File: config.mk
export PLATFORM = sky130hd
export DESIGN_NAME = hazard_ctrl_flat
export DESIGN_NICKNAME = d
export VERILOG_FILES = /design/src/rtl/hazard_ctrl_if.sv /design/src/rtl/hazard_ctrl.sv /design/src/flat_wrapper.sv
export SDC_FILE = /design/constraint.sdc
export NUM_CORES = 1
export LEC_CHECK = 0
export ABC_AREA = 1
export BUFFER_PORTS_ARGS = -buffer_cell sky130_fd_sc_hd__buf_2
export CAP_MARGIN = 5
export CORE_UTILIZATION = 51
export DETAILED_ROUTE_END_ITERATION = 12
export PLACE_DENSITY = 0.86
export SLEW_MARGIN = 25
export SYNTH_ARGS = -nofsm -noshare
export SYNTH_HDL_FRONTEND = slang
export SYNTH_SLANG_ARGS = --single-unit
export TNS_END_PERCENT = 20
File: constraint.sdc
create_clock -name clk -period 2.75 [get_ports clk]
set_input_delay 0.4125 -clock clk [delete_from_list [all_inputs] [get_ports clk]]
set_output_delay 0.4125 -clock clk [all_outputs]
set_load 0.02 [all_outputs]
File: src/rtl/hazard_ctrl_if.sv
// Handshake bundle between the decode/EX/MEM/WB pipeline and the hazard controller.
// The pipeline side (master) drives stage info; the controller (slave) drives enables and selects.
interface hazard_ctrl_if;
  logic        id_valid;
  logic [4:0]  id_rs1;
  logic [4:0]  id_rs2;
  logic        id_use_rs1;
  logic        id_use_rs2;
  logic [4:0]  ex_rs1;
  logic [4:0]  ex_rs2;
  logic [4:0]  ex_rd;
  logic        ex_reg_write;
  logic        ex_mem_read;
  logic [4:0]  mem_rd;
  logic        mem_reg_write;
  logic [4:0]  wb_rd;
  logic        wb_reg_write;
  logic        br_taken;
  logic        pc_stall;
  logic        ifid_stall;
  logic        idex_bubble;
  logic        ifid_flush;
  logic [1:0]  fwd_a;
  logic [1:0]  fwd_b;
  logic [1:0]  state_o;
  logic [15:0] stall_cnt_o;

  modport master (
    output id_valid, id_rs1, id_rs2, id_use_rs1, id_use_rs2,
           ex_rs1, ex_rs2, ex_rd, ex_reg_write, ex_mem_read,
           mem_rd, mem_reg_write, wb_rd, wb_reg_write, br_taken,
    input  pc_stall, ifid_stall, idex_bubble, ifid_flush,
           fwd_a, fwd_b, state_o, stall_cnt_o
  );

  modport slave (
    input  id_valid, id_rs1, id_rs2, id_use_rs1, id_use_rs2,
           ex_rs1, ex_rs2, ex_rd, ex_reg_write, ex_mem_read,
           mem_rd, mem_reg_write, wb_rd, wb_reg_write, br_taken,
    output pc_stall, ifid_stall, idex_bubble, ifid_flush,
           fwd_a, fwd_b, state_o, stall_cnt_o
  );
endinterface

File: src/rtl/hazard_ctrl.sv
// Load-use stall / branch flush sequencer with EX operand forwarding selects.
// IDLE responses are combinational; LDSTALL/FLUSH responses decode from registered state.
module hazard_ctrl #(
  parameter int MEM_LAT   = 3,
  parameter int FLUSH_CYC = 2
) (
  input  logic          clk,
  input  logic          rst_n,
  hazard_ctrl_if.slave  bus
);

  typedef enum logic [1:0] {
    IDLE    = 2'b00,
    LDSTALL = 2'b01,
    FLUSH   = 2'b10
  } state_t;

  localparam logic [3:0] LD_RELOAD = 4'(MEM_LAT - 1);
  localparam logic [3:0] FL_RELOAD = 4'(FLUSH_CYC - 1);

  state_t      r_state;
  logic [3:0]  r_cnt;
  logic [15:0] r_stall_cnt;

  logic        w_ld_haz;
  logic        w_stall;
  logic        w_flush;
  logic [1:0]  w_fwd_a;
  logic [1:0]  w_fwd_b;

  function automatic logic [1:0] fwd_sel(
    input logic [4:0] rs,
    input logic [4:0] m_rd, input logic m_we,
    input logic [4:0] w_rd, input logic w_we
  );
    if (m_we && (m_rd != 5'd0) && (m_rd == rs))
      return 2'b10;
    else if (w_we && (w_rd != 5'd0) && (w_rd == rs))
      return 2'b01;
    else
      return 2'b00;
  endfunction

  assign w_ld_haz = bus.id_valid & bus.ex_mem_read & bus.ex_reg_write &
                    (bus.ex_rd != 5'd0) &
                    ((bus.id_use_rs1 & (bus.id_rs1 == bus.ex_rd)) |
                     (bus.id_use_rs2 & (bus.id_rs2 == bus.ex_rd)));

  assign w_fwd_a = fwd_sel(bus.ex_rs1, bus.mem_rd, bus.mem_reg_write, bus.wb_rd, bus.wb_reg_write);
  assign w_fwd_b = fwd_sel(bus.ex_rs2, bus.mem_rd, bus.mem_reg_write, bus.wb_rd, bus.wb_reg_write);

  // Branch wins over everything; rst_n gates the outputs so reset forces them low immediately.
  always_comb begin
    w_stall = 1'b0;
    w_flush = 1'b0;
    if (rst_n) begin
      if (bus.br_taken) begin
        w_flush = 1'b1;
      end else begin
        case (r_state)
          LDSTALL: w_stall = 1'b1;
          FLUSH:   w_flush = 1'b1;
          default: w_stall = w_ld_haz;
        endcase
      end
    end
  end

  assign bus.pc_stall    = w_stall;
  assign bus.ifid_stall  = w_stall;
  assign bus.idex_bubble = w_stall | w_flush;
  assign bus.ifid_flush  = w_flush;
  assign bus.fwd_a       = rst_n ? w_fwd_a : 2'b00;
  assign bus.fwd_b       = rst_n ? w_fwd_b : 2'b00;
  assign bus.state_o     = r_state;
  assign bus.stall_cnt_o = r_stall_cnt;

  always_ff @(posedge clk or negedge rst_n) begin
    if (!rst_n) begin
      r_state     <= IDLE;
      r_cnt       <= 4'd0;
      r_stall_cnt <= 16'd0;
    end else begin
      if (w_stall && (r_stall_cnt != 16'hFFFF))
        r_stall_cnt <= r_stall_cnt + 16'd1;

      if (bus.br_taken) begin
        r_state <= (FLUSH_CYC > 1) ? FLUSH : IDLE;
        r_cnt   <= (FLUSH_CYC > 1) ? FL_RELOAD : 4'd0;
      end else begin
        case (r_state)
          IDLE: begin
            if (w_ld_haz && (MEM_LAT > 1)) begin
              r_state <= LDSTALL;
              r_cnt   <= LD_RELOAD;
            end
          end
          LDSTALL, FLUSH: begin
            r_cnt <= r_cnt - 4'd1;
            if (r_cnt == 4'd1)
              r_state <= IDLE;
          end
          default: begin
            r_state <= IDLE;
            r_cnt   <= 4'd0;
          end
        endcase
      end
    end
  end

endmodule

File: src/flat_wrapper.sv
// flat-port wrapper written by rule: the top's interface ports become plain ports
module hazard_ctrl_flat 
#(
  parameter int MEM_LAT   = 3,
  parameter int FLUSH_CYC = 2
)
  (clk, rst_n, bus_id_valid, bus_id_rs1, bus_id_rs2, bus_id_use_rs1, bus_id_use_rs2, bus_ex_rs1, bus_ex_rs2, bus_ex_rd, bus_ex_reg_write, bus_ex_mem_read, bus_mem_rd, bus_mem_reg_write, bus_wb_rd, bus_wb_reg_write, bus_br_taken, bus_pc_stall, bus_ifid_stall, bus_idex_bubble, bus_ifid_flush, bus_fwd_a, bus_fwd_b, bus_state_o, bus_stall_cnt_o);
  hazard_ctrl_if bus_i ();
  input  logic clk;
  input  logic rst_n;
  input wire logic [$bits(bus_i.id_valid)-1:0] bus_id_valid;
  input wire logic [$bits(bus_i.id_rs1)-1:0] bus_id_rs1;
  input wire logic [$bits(bus_i.id_rs2)-1:0] bus_id_rs2;
  input wire logic [$bits(bus_i.id_use_rs1)-1:0] bus_id_use_rs1;
  input wire logic [$bits(bus_i.id_use_rs2)-1:0] bus_id_use_rs2;
  input wire logic [$bits(bus_i.ex_rs1)-1:0] bus_ex_rs1;
  input wire logic [$bits(bus_i.ex_rs2)-1:0] bus_ex_rs2;
  input wire logic [$bits(bus_i.ex_rd)-1:0] bus_ex_rd;
  input wire logic [$bits(bus_i.ex_reg_write)-1:0] bus_ex_reg_write;
  input wire logic [$bits(bus_i.ex_mem_read)-1:0] bus_ex_mem_read;
  input wire logic [$bits(bus_i.mem_rd)-1:0] bus_mem_rd;
  input wire logic [$bits(bus_i.mem_reg_write)-1:0] bus_mem_reg_write;
  input wire logic [$bits(bus_i.wb_rd)-1:0] bus_wb_rd;
  input wire logic [$bits(bus_i.wb_reg_write)-1:0] bus_wb_reg_write;
  input wire logic [$bits(bus_i.br_taken)-1:0] bus_br_taken;
  output wire logic [$bits(bus_i.pc_stall)-1:0] bus_pc_stall;
  output wire logic [$bits(bus_i.ifid_stall)-1:0] bus_ifid_stall;
  output wire logic [$bits(bus_i.idex_bubble)-1:0] bus_idex_bubble;
  output wire logic [$bits(bus_i.ifid_flush)-1:0] bus_ifid_flush;
  output wire logic [$bits(bus_i.fwd_a)-1:0] bus_fwd_a;
  output wire logic [$bits(bus_i.fwd_b)-1:0] bus_fwd_b;
  output wire logic [$bits(bus_i.state_o)-1:0] bus_state_o;
  output wire logic [$bits(bus_i.stall_cnt_o)-1:0] bus_stall_cnt_o;
  assign bus_i.id_valid = bus_id_valid;
  assign bus_i.id_rs1 = bus_id_rs1;
  assign bus_i.id_rs2 = bus_id_rs2;
  assign bus_i.id_use_rs1 = bus_id_use_rs1;
  assign bus_i.id_use_rs2 = bus_id_use_rs2;
  assign bus_i.ex_rs1 = bus_ex_rs1;
  assign bus_i.ex_rs2 = bus_ex_rs2;
  assign bus_i.ex_rd = bus_ex_rd;
  assign bus_i.ex_reg_write = bus_ex_reg_write;
  assign bus_i.ex_mem_read = bus_ex_mem_read;
  assign bus_i.mem_rd = bus_mem_rd;
  assign bus_i.mem_reg_write = bus_mem_reg_write;
  assign bus_i.wb_rd = bus_wb_rd;
  assign bus_i.wb_reg_write = bus_wb_reg_write;
  assign bus_i.br_taken = bus_br_taken;
  assign bus_pc_stall = bus_i.pc_stall;
  assign bus_ifid_stall = bus_i.ifid_stall;
  assign bus_idex_bubble = bus_i.idex_bubble;
  assign bus_ifid_flush = bus_i.ifid_flush;
  assign bus_fwd_a = bus_i.fwd_a;
  assign bus_fwd_b = bus_i.fwd_b;
  assign bus_state_o = bus_i.state_o;
  assign bus_stall_cnt_o = bus_i.stall_cnt_o;
  hazard_ctrl #(.MEM_LAT(MEM_LAT), .FLUSH_CYC(FLUSH_CYC)) u_core (.clk(clk), .rst_n(rst_n), .bus(bus_i));
endmodule
==> out/qor.yml <==
ctsResizeCount: 0
clock_sinks: 22
dpl.hpwl_um: 3790
status: "complete, no violations"
first_pass_iters: 4
postCtsSetupBuffers: 0
hold_viol_final: 0
netlist_area_um2: 2070
dieArea_um2: 4320
cts_tree: "done"
setup_tns_ns: 0
async_reset_ff_share_pct: 100
row_count: 22
setup_viol: 0
portBuffers: 70
synthXorXnorAreaFrac_pct: 12.7
drt_wl_total_um: 4720
use_met2_pct: 40.8
period_share_pct: 78.6
yosysTopAreaCell: "dfrtp_1"
via_per_inst: 5.02
worst_setup_path_end_kind: "output pin"
p_per_area_nw_per_um2: 526
grt_max_degree: 21
crit_start: "u_core.bus.state_o[1]"
finClkSkew_ns: 0.00273
ys_ff_latch: 22
synthMuxAreaShare_pct: 0
grt-busiest-layer: "met2"
crit_family: "flip-flops"
ys_types: 27
syn_area_per_cell_um2: 6.81
drv_slew: 0
clkTransAtPathRegs_ns: 0.08
grt_pass1_vias: 1919
crit_required_ns: 2.34
worstMarginPinSlew_ns: 0.297
ctsHoldBuffers: 0
avgRoutedWirePerCell_um: 11.2
synth_flop_cell: "dfrtp_1"
rsz0062_at_grt: "no"
overflow: 0
clkLatencyLatePin_ns: 0.26
cts_inserted_buffers: 3
fmax_mhz: 463
antenna_found_initial: 0
path_class: "reg2out"
areaGrowthSynthToFinish_pct: 21.2
num_vias: 2119
io_pins: 71
drcViolationCount: 0
cts_root_buf: "clkbuf_8"
holdWs_ns: 0.0105
leakage_nw: 1.46
cp_cell_sequence: "inv_1, ha_1, inv_2, nor2_1, nor3_2, nand2_1, inv_1, buf_2"
clockBufferDepth: 2
fp.coreArea_um2: 3770
yosysTopAreaCellShare_pct: 26.6
cts-htree-levels: 1
die_y_um: 65.7
yosysWarnings: 0
critPathMaxFanout: 5
rr_startpoint: "u_core.bus.state_o[1]"
drv_cap: 0
synthTopCellsByArea: "dfrtp_1 (27%), nand2_1 (15%), nand4_1 (7.6%)"
use_met1_pct: 27.9
min_period_ns: 2.16
synth_commonest_cells: "nand2_1 (81), inv_1 (41), nor2_1 (29)"
slew_headroom_pct: 80.1
synth_top_family_by_area: "simple AND/OR/NAND/NOR gates"
start_kind: "register"
cp_slowest_cell: "dfrtp_1"
synthesis.nets: 356
antennaDiodeCount: 0
antenna_left: 0
worstPathArrival_ns: 1.75
hp-class: "in2async"
yosys.area_share.simple_pct: 43.7
synth_compound_area_share_pct: 2.30
start_util_pct: 54.9
crit_path_frequent_cell: "inv_1"
grt_pass1_wl_um: 7740
use_met3_pct: 1.56
synth_most_common_cell: "nand2_1"
cp.buffers_inverters: 4
die_w_um: 65.7
synth-edff-count: 0
yosysSeqAreaShare_pct: 26.6
synth_cells: 304
grt_use_total_pct: 23.1
synth_fa_ha_area_share_pct: 4.23
drive_gt1_share_pct: 28.3
gp_congestion: 0.894
nNetsFinal: 427
critical_path.max_stage_delay_ns: 0.43
ir_drop_mv: 0.390
drt_iter0_markers: 96
area by class of cell:
class	instances	area [um2]
Clock buffer	4	55.1
Fill cell	329	1260
Inverter	43	161
Multi-Input combinational cell	232	1310
Sequential cell	22	551
Tap cell	48	60.1
Timing Repair Buffer	73	373
cells by family (layout without fill, tap and decap cells):
group / count (synthesis) / in the layout
buffers and inverters: 50 / 120
adders and majority gates: 7 / 7
and+or+nand+nor: 186 / 186
xor gates and xnor gates: 30 / 30
AOI/OAI and AO/OA: 9 / 9
DFF: 22 / 22
where the power goes:
| part | switching (mW) | leakage, nW | total, mW | internal [mW] |
|---|---|---|---|---|
| sequential | 0.0734 | 0.296 | 0.454 | 0.381 |
| clock | 0.106 | 0.0288 | 0.234 | 0.128 |
| combinational | 0.404 | 1.13 | 0.630 | 0.226 |
| total | 0.584 | 1.46 | 1.32 | 0.735 |
cells in the final DEF (no fill, tap or decap), types with 3 or more instances in the layout:
cell,Yosys,layout
inv_1,41,41
nor2_2,3,3
buf_2,4,70
buf_4,2,3
dfrtp_1,22,22
nand2_1,81,81
nand3_1,16,16
xor2_1,14,14
nand4_1,25,25
nor3_1,7,6
xnor2_1,16,16
o21ai_0,6,6
nand2_2,14,14
ha_1,7,7
clkbuf_8,0,4
nor2_1,29,29
metal layers:
layer | share of wire (%) | vias up
li1 | - | 1102
met1 | 46 | 949
met2 | 48 | 60
met3 | 4.1 | 8
met4 | 1.9 | 0
met5 | 0 | -
path summary, 6_finish.rpt:
| check | endpoint | slack (ns) | cells after the start |
|---|---|---|---|
| setup / recovery | bus_pc_stall | 0.59 | 8 |
| hold / removal | u_core.bus.stall_cnt_o[10] | 0.01 | 1 |
| setup reg to reg | u_core.bus.stall_cnt_o[3] | 0.84 | 9 |
| hold reg to reg | u_core.bus.stall_cnt_o[15] | 0.53 | 2 |
| max in group asynchronous | u_core.bus.stall_cnt_o[5] | 2.28 | 2 |
| min in group clk | u_core.bus.state_o[1] | 0.50 | 3 |
flip-flops by register name, summed over array words and instances (netlist names):
register / cells
u_core.r_cnt: 4
u_core.bus.state_o: 2
u_core.bus.stall_cnt_o: 16
stage by stage:
stage | util (%) | instance area, um2 | setup WS [ns] | instances | power (mW)
after detailed placement | 65.0 | 2450 | 0.864 | 418 | 1.08
after CTS | 66.5 | 2510 | 0.592 | 422 | 1.31
after floorplan | - | 2070 | 0.301 | 304 | 0.907
after global placement | 65.0 | 2450 | 0.900 | 418 | 1.05
after global routing | 66.5 | 2510 | 0.484 | 422 | 1.41
final | 66.5 | 2510 | 0.590 | 422 | 1.32
worst register-to-register path, stage by stage (launching register included):
cell     delay [ns]
dfrtp_1        0.43
inv_1          0.08
ha_1           0.34
inv_2          0.10
nor2_1         0.05
nor3_2         0.13
buf_4          0.27
nand3_4        0.24
nand2_1        0.11
nand2_1        0.05
Note: power is estimated with default switching activity, not from simulation.
